`src/rtl/auth_req_sequencer.sv`:
```
`default_nettype none
// ============================================================================
// Module   : auth_req_sequencer
// Purpose  : Issues one authentication request (CHALLENGE, DIGESTS or
//            CERTIFICATE) per accepted command. It builds the message header
//            and the USB control fields, waits for the transport handshake,
//            then waits for the responder's reply. Busy replies and timeouts
//            cause a resend, up to MAX_RETRY times.
// Ports    : clk, reset          - clock, synchronous active-high reset
//            abort               - cancel the current request (no done/fail)
//            req_valid/req_ready - request handshake (req_type, req_slot)
//            tx_valid/tx_ready   - message handshake (tx_header, tx_bm...,
//                                  tx_bRequest, tx_wLength)
//            rsp_valid/rsp_error - responder reply and error flag
//            busy_in             - responder busy indication
//            done/fail           - one-cycle completion pulses
//            fail_code           - 1 retries exhausted, 2 error reply,
//                                  3 invalid request
//            retry_cnt           - retransmissions used for this request
// Revision : 1.0 - initial release
// ============================================================================
module auth_req_sequencer #(
  parameter int          NUM_SLOTS = 3,
  parameter int          SLOT_W    = 2,
  parameter int          TMO_W     = 16,
  parameter int          MAX_RETRY = 2,
  parameter int          TMO_CHAL  = 100,
  parameter int          TMO_DIG   = 50,
  parameter int          TMO_CERT  = 200,
  parameter logic [7:0]  PROTO_VER = 8'h10
) (
  input  logic              clk,
  input  logic              reset,
  input  logic              abort,
  input  logic              req_valid,
  output logic              req_ready,
  input  logic [1:0]        req_type,
  input  logic [SLOT_W-1:0] req_slot,
  output logic              tx_valid,
  input  logic              tx_ready,
  output logic [31:0]       tx_header,
  output logic [7:0]        tx_bmRequestType,
  output logic [7:0]        tx_bRequest,
  output logic [15:0]       tx_wLength,
  input  logic              rsp_valid,
  input  logic              rsp_error,
  input  logic              busy_in,
  output logic              done,
  output logic              fail,
  output logic [1:0]        fail_code,
  output logic [1:0]        retry_cnt
);

  localparam logic [1:0]       c_TYPE_CHAL = 2'd1;
  localparam logic [1:0]       c_TYPE_DIG  = 2'd2;
  localparam logic [1:0]       c_TYPE_CERT = 2'd3;
  localparam logic [1:0]       c_MAX_RETRY = 2'(MAX_RETRY);
  localparam logic [TMO_W-1:0] c_TMO_CHAL  = TMO_W'(TMO_CHAL);
  localparam logic [TMO_W-1:0] c_TMO_DIG   = TMO_W'(TMO_DIG);
  localparam logic [TMO_W-1:0] c_TMO_CERT  = TMO_W'(TMO_CERT);

  typedef enum logic [5:0] {
    S_IDLE  = 6'b000001,
    S_SEND  = 6'b000010,
    S_WAIT  = 6'b000100,
    S_RETRY = 6'b001000,
    S_DONE  = 6'b010000,
    S_FAIL  = 6'b100000
  } state_t;

  state_t           r_state;
  logic [1:0]       r_type;
  logic [TMO_W-1:0] r_timer;
  logic [31:0]      r_header;
  logic [7:0]       r_bm;
  logic [7:0]       r_breq;
  logic [15:0]      r_wlen;
  logic             r_done;
  logic             r_fail;
  logic [1:0]       r_fail_code;
  logic [1:0]       r_retry_cnt;

  logic             w_req_ok;
  logic [7:0]       w_slot8;
  logic [31:0]      w_header;
  logic [7:0]       w_bm;
  logic [7:0]       w_breq;
  logic [15:0]      w_wlen;
  logic [TMO_W-1:0] w_tmo_load;

  assign w_slot8 = 8'(req_slot);

  // DIGESTS carries no slot, so only the other two types are range-checked.
  assign w_req_ok = (req_type != 2'd0) &&
                    ((req_type == c_TYPE_DIG) ||
                     ({{(32-SLOT_W){1'b0}}, req_slot} < 32'(NUM_SLOTS)));

  always_comb begin
    w_header = {PROTO_VER, 8'h83, w_slot8, 8'h00};
    w_bm     = 8'd128;
    w_breq   = 8'd24;
    w_wlen   = 16'd168;
    case (req_type)
      c_TYPE_DIG: begin
        w_header = {PROTO_VER, 8'h81, 8'h00, 8'h00};
        w_wlen   = 16'd260;
      end
      c_TYPE_CERT: begin
        w_header = {PROTO_VER, 8'h82, w_slot8, 8'h00};
        w_bm     = 8'd0;
        w_breq   = 8'd25;
        w_wlen   = 16'd2052;
      end
      default: ;
    endcase
  end

  always_comb begin
    w_tmo_load = c_TMO_CHAL;
    case (r_type)
      c_TYPE_DIG:  w_tmo_load = c_TMO_DIG;
      c_TYPE_CERT: w_tmo_load = c_TMO_CERT;
      default: ;
    endcase
  end

  always_ff @(posedge clk) begin
    if (reset) begin
      r_state     <= S_IDLE;
      r_type      <= 2'd0;
      r_timer     <= '0;
      r_header    <= 32'd0;
      r_bm        <= 8'd0;
      r_breq      <= 8'd0;
      r_wlen      <= 16'd0;
      r_done      <= 1'b0;
      r_fail      <= 1'b0;
      r_fail_code <= 2'd0;
      r_retry_cnt <= 2'd0;
    end else if (abort) begin
      // Silent cancel: no pulses, captured fields and counters are kept.
      r_state <= S_IDLE;
      r_timer <= '0;
      r_done  <= 1'b0;
      r_fail  <= 1'b0;
    end else begin
      r_done <= 1'b0;
      r_fail <= 1'b0;
      case (r_state)
        S_IDLE: begin
          if (req_valid) begin
            r_fail_code <= 2'd0;
            r_retry_cnt <= 2'd0;
            if (w_req_ok) begin
              r_type   <= req_type;
              r_header <= w_header;
              r_bm     <= w_bm;
              r_breq   <= w_breq;
              r_wlen   <= w_wlen;
              r_state  <= S_SEND;
            end else begin
              r_fail_code <= 2'd3;
              r_fail      <= 1'b1;
              r_state     <= S_FAIL;
            end
          end
        end
        S_SEND: begin
          if (tx_ready) begin
            r_timer <= w_tmo_load;
            r_state <= S_WAIT;
          end
        end
        S_WAIT: begin
          // A reply outranks busy, and busy outranks the timeout.
          if (rsp_valid) begin
            if (rsp_error) begin
              r_fail_code <= 2'd2;
              r_fail      <= 1'b1;
              r_state     <= S_FAIL;
            end else begin
              r_done  <= 1'b1;
              r_state <= S_DONE;
            end
          end else if (busy_in || (r_timer == '0)) begin
            if (r_retry_cnt < c_MAX_RETRY) begin
              r_state <= S_RETRY;
            end else begin
              r_fail_code <= 2'd1;
              r_fail      <= 1'b1;
              r_state     <= S_FAIL;
            end
          end else begin
            r_timer <= r_timer - 1'b1;
          end
        end
        S_RETRY: begin
          r_retry_cnt <= r_retry_cnt + 2'd1;
          r_state     <= S_SEND;
        end
        S_DONE:  r_state <= S_IDLE;
        S_FAIL:  r_state <= S_IDLE;
        default: r_state <= S_IDLE;
      endcase
    end
  end

  assign req_ready        = (r_state == S_IDLE);
  assign tx_valid         = (r_state == S_SEND);
  assign tx_header        = r_header;
  assign tx_bmRequestType = r_bm;
  assign tx_bRequest      = r_breq;
  assign tx_wLength       = r_wlen;
  assign done             = r_done;
  assign fail             = r_fail;
  assign fail_code        = r_fail_code;
  assign retry_cnt        = r_retry_cnt;

endmodule
`default_nettype wire

```
`config.mk`:
```
export PLATFORM = sky130hd
export DESIGN_NAME = auth_req_sequencer
export DESIGN_NICKNAME = d
export VERILOG_FILES = /design/src/rtl/auth_req_sequencer.sv
export SDC_FILE = /design/constraint.sdc
export NUM_CORES = 1
export LEC_CHECK = 0
export CAP_MARGIN = 20
export CORE_AREA = 2 2 82 84
export CTS_BUF_LIST = sky130_fd_sc_hd__clkbuf_16
export DETAILED_ROUTE_END_ITERATION = 8
export DIE_AREA = 0 0 84 86
export PLACE_DENSITY_LB_ADDON = 0.3
export SYNTH_ARGS = -nofsm -noshare
export SYNTH_HDL_FRONTEND = slang
export SYNTH_SLANG_ARGS = --single-unit
```
`constraint.sdc`:
```
create_clock -name clk -period 2 [get_ports clk]
set_input_delay 0.2 -clock clk [delete_from_list [all_inputs] [get_ports clk]]
set_output_delay 0.2 -clock clk [all_outputs]
set_load 0.01 [all_outputs]
```
==> results.py <==
metrics = {
    "yosys": {
        "synth_seq_cells": 40,
        "synth-xor-area-share": 0,
        "synth_fa_ha_area_frac": 0.01013,
        "synth_area_per_cell_um2": 8.049,
        "synth_top_family_by_area": "simple AND/OR/NAND/NOR gates",
        "syn_area_um2": 2471,
        "synth_area_leader_cell": "dfxtp_1",
        "synth_edf_count": 0,
        "synthFlopType": "dfxtp_1",
        "synth_mux_area_frac": 0.01266,
        "synthSimpleGateAreaFrac": 0.2501,
        "synth_top_area_frac": 0.3241,
        "ys_types": 62,
        "synth-compound-area-share": 0.2010,
        "synth_common_cells": "buf_4 (56), dfxtp_1 (40), a21oi_1 (28)",
        "ys_seq_area_frac": 0.3241,
        "synth-async-reset-ratio": 0,
        "synth_area_leaders": "dfxtp_1 (32%), buf_4 (17%), a21oi_1 (5.7%)",
        "synth.most_common_cell": "buf_4",
        "yosys_warnings": 0,
        "synth_cells": 307,
    },
    "clocking": {
        "clkSlewWorstSetupHoldPaths_ns": 0.06,
        "numCtsBuffers": 5,
        "cts_tree": "done",
        "cts_buffer_depth": 2,
        "root_buffer": "clkbuf_16",
        "numClockSinks": 40,
        "clock_latency_ns": 0.28,
        "htreeDepth": 2,
    },
    "critical_path": {
        "critPathTopFamily": "simple AND/OR/NAND/NOR gates",
        "path_class": "reg -> out",
        "critPathMaxFanout": 3,
        "end_kind": "output port",
        "crit_slowest_cell": "or4_4",
        "cp_slowest_stage_delay_ns": 0.57,
        "arrival_ns": 1.75,
        "required_ns": 1.80,
        "crit_chain": "or4_4, nor3b_4, dlygate4sd2_1",
        "startpoint_type": "flop",
        "critPathBufInv": 1,
    },
    "floorplan": {
        "die_area_um2": 7224,
        "coreArea_um2": 6277,
        "rows": 29,
        "die_w_um": 84,
        "initial_core_util": 0.3937,
        "die_h_um": 86,
        "num_io_pins": 84,
    },
    "global_routing": {
        "grt_pass1_vias": 2098,
        "track_usage": 0.1635,
        "antenna_found_initial": 0,
        "grt_pass1_wl_mm": 9.873,
        "grt_max_degree": 17,
        "gr-total-overflow": 0,
    },
    "finish": {
        "area_growth_pct": 24.00,
        "antenna-diode-count": 0,
        "final_util": 0.4881,
        "n_fill_cell": 606,
        "area.sequential_um2": 802.0,
        "nets": 375,
        "multi_input_area_um2": 1378,
        "layout-drive-gt1-share": 0.1796,
    },
    "detailed_routing": {
        "routed_via_density": 5.071,
        "firstDrtPassIters": 4,
        "antenna_left": 0,
        "vias": 2226,
        "wl_per_cell_um": 13.06,
        "finalWirelength_mm": 5.735,
        "drc": 0,
        "drt_iter0_drc": 141,
    },
    "timing": {
        "period_share": 0.9730,
        "min_period_ns": 1.946,
        "setup_viol": 0,
        "finalClockSkew_ns": 0.004741,
        "fmax_mhz": 513.9,
        "setup_slack_ns": 0.05400,
        "whs_ns": 0.4471,
        "hold_viol_final": 0,
        "drv_slew": 0,
        "rsz0062_at_grt": "true",
    },
    "pwr": {
        "p_switching_uw": 484.7,
        "internal_power_uw": 1503,
        "comb_power_share": 0.122,
        "switching_share": 0.2439,
        "ir_drop_v": 0.0004305,
        "seqPwrFrac": 0.416,
        "clock_power_share": 0.462,
        "p_leak_uw": 0.001228,
        "power_per_cell_area_nw_per_um2": 648.5,
    },
    "place": {
        "dp_slack_ns": 0.07479,
        "io_buffer_count": 35,
        "routabilityCongestion": 0.8179,
        "hpwl_mm": 4.205,
    },
    "job": {
        "max_cap_violations": 0,
    },
    "run_status": {
        "outcome": "complete, no violations",
    },
    "worst_hold_path": {
        "hold_path_class": "reg -> reg",
    },
}
## cell type report
type	instances	share of cell area
Timing Repair Buffer	67	0.1964
Clock buffer	5	0.04083
Inverter	5	0.006125
Sequential cell	40	0.2617
Clock inverter	3	0.01388
Multi-Input combinational cell	242	0.4496
Tap cell	77	0.03144
## registers in the layout, summed over array words and instances (netlist names)
name	flops
fail	1
tx_header	4
r_timer	16
tx_wLength	4
r_state	6
retry_cnt	2
fail_code	2
tx_bmRequestType	1
r_type	2
tx_bRequest	1
done	1
## worst reg2reg max path, delay by kind of cell (launching register included)
kind               cells  cell delay, ns
AOI/OAI and AO/OA      2            0.41
DFF                    1            0.30
and+or+nand+nor        3            1.14
## layout by cell type (no fill, tap or decap), types with 4 or more instances in the layout
master	count
nand2_1	21
buf_4	31
nor3_1	11
nand2b_1	4
a21oi_1	28
nor2_1	26
conb_1	48
dfxtp_1	39
clkbuf_16	5
or3_1	5
o21ai_0	7
nand3_1	17
clkdlybuf4s50_1	34
o21ai_1	6
a31oi_1	7
## kinds of logic after synthesis
| logic type | after synthesis |
|---|---|
| AOI/OAI and AO/OA | 76 |
| adders and majority gates | 2 |
| buffers and inverters | 72 |
| DFF | 40 |
| muxes | 3 |
| other | 1 |
| and+or+nand+nor | 113 |
## power groups by stage
| stage | combinational, µW | clock (µW) | sequential (µW) |
|---|---|---|---|
| global placement | 239 | 0 | 843 |
| global route | 267 | 969 | 829 |
| CTS | 240 | 946 | 826 |
| finish | 243 | 918 | 826 |
| detailed placement | 239 | 0 | 843 |
| floorplan | 211 | 0 | 848 |
## per-stage QoR
step | total power [µW] | TNS [ns] | cell area, µm² | instances
final | 1987 | 0 | 3064 | 439
after global routing | 2065 | -0.01431 | 3064 | 439
after CTS | 2013 | 0 | 3043 | 439
after detailed placement | 1083 | 0 | 2877 | 431
after global placement | 1082 | 0 | 2877 | 431
after floorplan | 1059 | 0 | 2660 | 354
## path summary, 6_finish.rpt
path	from	end	slack, ns	cells after the start
worst max register to register	r_timer[5]	fail_code[1]	0.07	5
worst min register to register	tx_header[8]	tx_header[8]	0.45	2
worst min-delay path	tx_header[8]	tx_header[8]	0.45	2
worst max-delay path	r_state[5]	tx_valid	0.05	3
## routing by layer
metal,vias to the layer above,global-route usage,part of all wire
met4,0,0.04252,0.0070
met5,-,0,0
met2,81,0.2756,0.48
met3,5,0.04235,0.070
met1,1039,0.2092,0.44
li1,1101,-,-
## what timing repair did
item / 4_1_cts / 5_1_grt
gates resized for setup: 1 / 9
pin swaps: 0 / 1
hold buffers: 0 / 0
endpoints found under the setup margin: 1 / 8
setup buffers: 0 / 0
Note: power is estimated with default switching activity, not from simulation.
==> edit 1: new RTL, same settings <==
Change the parameter `TMO_W` from 16 to 32.
--- a/src/rtl/auth_req_sequencer.sv
+++ b/src/rtl/auth_req_sequencer.sv
@@ -23,5 +23,5 @@
   parameter int          NUM_SLOTS = 3,
   parameter int          SLOT_W    = 2,
-  parameter int          TMO_W     = 16,
+  parameter int          TMO_W     = 32,
   parameter int          MAX_RETRY = 2,
   parameter int          TMO_CHAL  = 100,
Behaviour: same outputs for any inputs over 4 cycles, from zero or initial values and one cycle with reset high; that may be too few to reach the edited logic, so the function may still have changed.
==> edit 1 against the unedited design <==
The flow now finishes with violations (setup timing). Sequential power up 39%. Fmax down 20%. Synthesized area is 37% higher. Cell area up 63%. Power increased by 24%. Wire length rose by 120%. Setup slack worse by 0.50 ns. Sequential cell count rose by 16. Largest power group is now registers.
==> edit 1: results (changes against the unedited design) <==
| Metric | Value |
|---|---|
| Worst-path clk slew | `0.08 ns (+0.02 ns)` |
| Gate Count Post-Synth | `411 (+34%)` |
| CTS H-tree depth | `2 (unchanged)` |
| I/O Buffers | `35 (unchanged)` |
| Vias in the first global route | `3,604 (+72%)` |
| Cell count after placement | `589 (+37%)` |
| Failing checks | `setup timing` |
| Synth area leaders | `dfxtp_1 (33%), buf_4 (12%), a21oi_1 (5.3%)` |
| Top delay family on crit path | `simple AND/OR/NAND/NOR gates` |
| Routed length per instance | `20.2 um (+54%)` |
| Clock Tree Root | `clkbuf_16` |
| Final HPWL from detailed placement | `7380 um (+75%)` |
| Total track usage | `0.303 (+0.140)` |
| Sequential share of the synthesized area | `0.330 (+0.00633)` |
| Post-synth top cells | `dfxtp_1 (56), buf_4 (55), a21oi_1 (36), nor2_1 (30), nand2_1 (27)` |
| PnR worst setup slack | `-0.447 ns (-0.501 ns)` |
| Initial drt markers | `456 (+220%)` |
| Outcome | `complete, but fails checks` |
| Clock Tree Buf Depth | `2 (unchanged)` |
| Layout Nets | `547 (+46%)` |
| Worst-margin pin slew | `0.613 ns` |
| Num CTS Buffers | `5 (unchanged)` |
| DRT Pass-1 Iters | `5 (+1)` |
| Hold Path Class | `reg2reg` |
| Clk_skew | `0.00969 ns (+0.00495 ns)` |
| # setup viols final | `40 (+40)` |
| Worst skew pair latency | `0.30 ns (+0.02 ns)` |
| Critical-path top delay cell | `or4_4` |
| Synth warnings | `0 (unchanged)` |
| Diode count | `0 (unchanged)` |
| First-pass GRT wire length | `17,700 um (+79%)` |
| Initial antenna violation count | `0 (unchanged)` |
| VDD IR max | `0.000400 V (-7.1%)` |
| Max FFs per register | `32 (+16)` |
| Max stage delay on crit path | `0.53 ns (-0.04 ns)` |
| Layout cells sized above 1 | `0.374 (+0.194)` |
| Leak | `0.00206 uW (+67%)` |
| Vias/cell | `6.45 (+27%)` |
| Critical path arrival | `2.65 ns (+0.90 ns)` |
| CP max FO | `6 (+3)` |
| Netlist cell types | `58 (-6.5%)` |
| Setup TNS | `-13.05 ns (-13.05 ns)` |
| Final std cells w/o fill | `612 (+39%)` |
| Largest net degree at the start of global routing | `23 (+6)` |
| Largest reg by FF count | `r_timer` |
| Final GP Congestion | `0.895 (+9.5%)` |
==> edit 1: cell count changes after synthesis, sizes merged, moves of 7 or more <==
cell,delta
dfxtp,+16
clkbuf,+10
a21oi,+8
o311ai,+8
or4,+7
==> edit 1: path summary, 6_finish.rpt <==
| path | start | cells after the start | slack, ns | endpoint |
|---|---|---|---|---|
| worst min-delay path | tx_header[17]$_SDFFE_PP0P_ | 2 | 0.47 | tx_header[17]$_SDFFE_PP0P_ |
| worst max-delay path | r_timer[7]$_SDFFE_PP0P_ | 7 | -0.45 | r_timer[14]$_SDFFE_PP0P_ |
| worst max register to register | r_timer[7]$_SDFFE_PP0P_ | 7 | -0.45 | r_timer[14]$_SDFFE_PP0P_ |
| worst min register to register | tx_header[17]$_SDFFE_PP0P_ | 2 | 0.47 | tx_header[17]$_SDFFE_PP0P_ |
==> edit 1: timing repair <==
| item | 4_1_cts | 5_1_grt |
|---|---|---|
| buffers inserted | 6 | 7 |
| hold buffers | 0 | 0 |
| pin swaps | 11 | 22 |
| resized for setup | 33 | 39 |
| setup endpoints to repair | 41 | 50 |
| gates cloned | 1 | 1 |
==> edit 1: through the flow <==
step                      setup WS, ns  area [sq um]
final                           -0.447          5010
after global routing            -0.467          5010
after CTS                       -0.354          4750
after detailed placement        -0.380          4400
after global placement          -0.352          4400
after floorplan                 -0.472          3690
==> edit 1: cells by family (layout without fill, tap and decap cells) <==
kind of cell | after synthesis | in the layout | synth area share
flops | 56 | 56 | 0.330
other cells | 1 | 48 | 0.00111
xor+xnor | 3 | 3 | 0.00774
compound gates | 112 | 112 | 0.236
simple gates | 147 | 147 | 0.247
buf+inv | 87 | 164 | 0.162
fa+ha+maj | 1 | 1 | 0.00369
mux | 4 | 4 | 0.0133
==> edit 1: worst register-to-register path, delay by kind of cell (launching register included) <==
family	cells	cell delay, ns
AO/OA/AOI/OAI	2	0.63
flip-flops	1	0.34
AND/OR/NAND/NOR	3	1.05
buffers and inverters	2	0.33
==> edit 1: power by group <==
part	leakage, uW	switching (uW)	total [uW]	internal (uW)
combinational	0.00152	208	365	157
sequential	0.000457	12.5	1150	1130
clock	0.0000767	461	945	484
==> edit 1: cell type report <==
| cell class | instances | area [sq um] |
|---|---|---|
| multi-input cells | 315 | 2260 |
| well taps | 77 | 96.3 |
| flip-flops and latches | 56 | 1130 |
| repair buffers | 148 | 1340 |
| clock inverters | 3 | 28.8 |
| clock buffers | 5 | 125 |
| inverters | 8 | 30.0 |
| fillers | 369 | 1270 |
==> edit 1: routing by layer <==
metal / global-route usage / share of wire / vias up
li1: - / - / 1692
met1: 0.344 / 0.36 / 1871
met2: 0.553 / 0.50 / 308
met3: 0.0491 / 0.082 / 75
met4: 0.150 / 0.057 / 0
met5: 0 / 0 / -
==> edit 2: new RTL, config.mk and constraints unchanged <==
Made on the original files. Put one more register stage on the output `retry_cnt`, with the module's reset. The value now appears one clock later. The other outputs are not delayed to match.
--- a/src/rtl/auth_req_sequencer.sv
+++ b/src/rtl/auth_req_sequencer.sv
@@ -215,5 +215,11 @@
   assign fail             = r_fail;
   assign fail_code        = r_fail_code;
-  assign retry_cnt        = r_retry_cnt;
+  always_ff @(posedge clk) begin
+    if (reset) begin
+      retry_cnt <= '0;
+    end else begin
+      retry_cnt <= r_retry_cnt;
+    end
+  end
 
 endmodule
Formal check against the unedited RTL: not equivalent (a bounded check fails within 10 cycles, from zero or initial values and one cycle with reset high).
==> edit 2 against the unedited design <==
The flow now finishes with violations (setup timing). Largest power group is now registers. Highest routed layer unchanged. Count of clock-buffer cells in the layout unchanged. Setup slack got worse by 0.084 ns. Sequential cell count grew 2. Final cell count is the same. Cell area grew 0.49%. Sequential power up 5.4%. Synthesized cell count is 2.0% lower. Wire length fell by 1.4%. Worst hold slack gained 0.0099 ns. Die area stayed put. Combinational power is 11% higher. Power fell by 2.1%. Synthesized area decreased by 0.25%.
==> edit 2: results (changes against the unedited design) <==
| Metric | Value |
|---|---|
| Outcome | `complete, but fails checks` |
| Failing checks | `setup timing` |
| Worst r2r src | `r_timer[12]$_SDFFE_PP0P_` |
| Setup TNS | `-0.0304 ns (-0.0304 ns)` |
| Final HPWL from detailed placement | `4100 um (-2.5%)` |
| Routed length per instance | `12.9 um (-1.4%)` |
| Netlist cell types | `53 (-15%)` |
| Final period util | `1.02 (+0.0422)` |
| Synth area leaders | `dfxtp_1 (34%), buf_4 (16%), a21oi_1 (4.9%)` |
| Largest net degree at the start of global routing | `16 (-1)` |
| Total track usage | `0.156 (-0.00750)` |
| Sequential share of the synthesized area | `0.341 (+0.0171)` |
| Met3 WL | `332 um (-17%)` |
| PnR worst setup slack | `-0.0304 ns (-0.0844 ns)` |
| Met2 Wirelength | `2810 um (+2.3%)` |
| Cell count after placement | `428 (-0.70%)` |
| Critical path arrival | `2.20 ns (+0.45 ns)` |
| Combinational Power Share | `0.138 (+0.016)` |
| Vias in the first global route | `1,933 (-7.9%)` |
| DRT met1 WL | `2470 um (-2.9%)` |
| GR Util met3 | `0.0587 (+0.0164)` |
| Clk_skew | `0.00628 ns (+0.00154 ns)` |
| Vias/cell | `4.93 (-2.8%)` |
| Initial drt markers | `116 (-18%)` |
| # setup viols final | `1 (+1)` |
| Placed instance area | `2850 sq um (-1.0%)` |
-- edit 2: changes by cell type in the layout (fill, tap and decap cells not counted), moves of 5 or more --
cell,unedited run,this run
nor2_1,26,32
o21ai_1,6,0
xor2_1,0,6
nor3_1,11,5
nand4_1,1,8
nand3_1,17,8
a31oi_1,7,2
-- edit 2: how the worst max path moves through the flow --
stage                     slack [ns]                startpoint                        to
after global routing           -0.10   r_timer[0]$_SDFFE_PP0P_  r_timer[12]$_SDFFE_PP0P_
final                          -0.03  r_timer[12]$_SDFFE_PP0P_  r_timer[12]$_SDFFE_PP0P_
after detailed placement       -0.02  r_timer[12]$_SDFFE_PP0P_  r_timer[12]$_SDFFE_PP0P_
after CTS                       0.01   r_timer[5]$_SDFFE_PP0P_   r_state[4]$_SDFFE_PP0P_
after global placement        -0.004  r_timer[12]$_SDFFE_PP0P_  r_timer[11]$_SDFFE_PP0P_
after floorplan                0.004   r_timer[3]$_SDFFE_PP0P_  r_timer[12]$_SDFFE_PP0P_
-- edit 2: cells by family after synthesis --
family | synth area share
muxes | 0.0127
AOI/OAI and AO/OA | 0.165
xor gates and xnor gates | 0.0249
adders and majority gates | 0.0102
and+or+nand+nor | 0.237
DFF | 0.341
buffers and inverters | 0.208
other | 0.00152
-- edit 2: worst register-to-register path: stages, from the launching register on --
cell and delay, ns:
dfxtp_2 0.34, or4_4 0.55, or4_4 0.63, nand4b_1 0.15
xor2_1 0.18, nor2_1 0.06
-- edit 2: cell type report --
cell class | count | area, sq um | area share
well taps | 77 | 96.3 | 0.0313
multi-input cells | 235 | 1350 | 0.439
inverters | 8 | 30.0 | 0.00975
repair buffers | 69 | 608 | 0.197
clock buffers | 5 | 125 | 0.0406
clock inverters | 3 | 21.3 | 0.00691
flip-flops and latches | 42 | 846 | 0.275
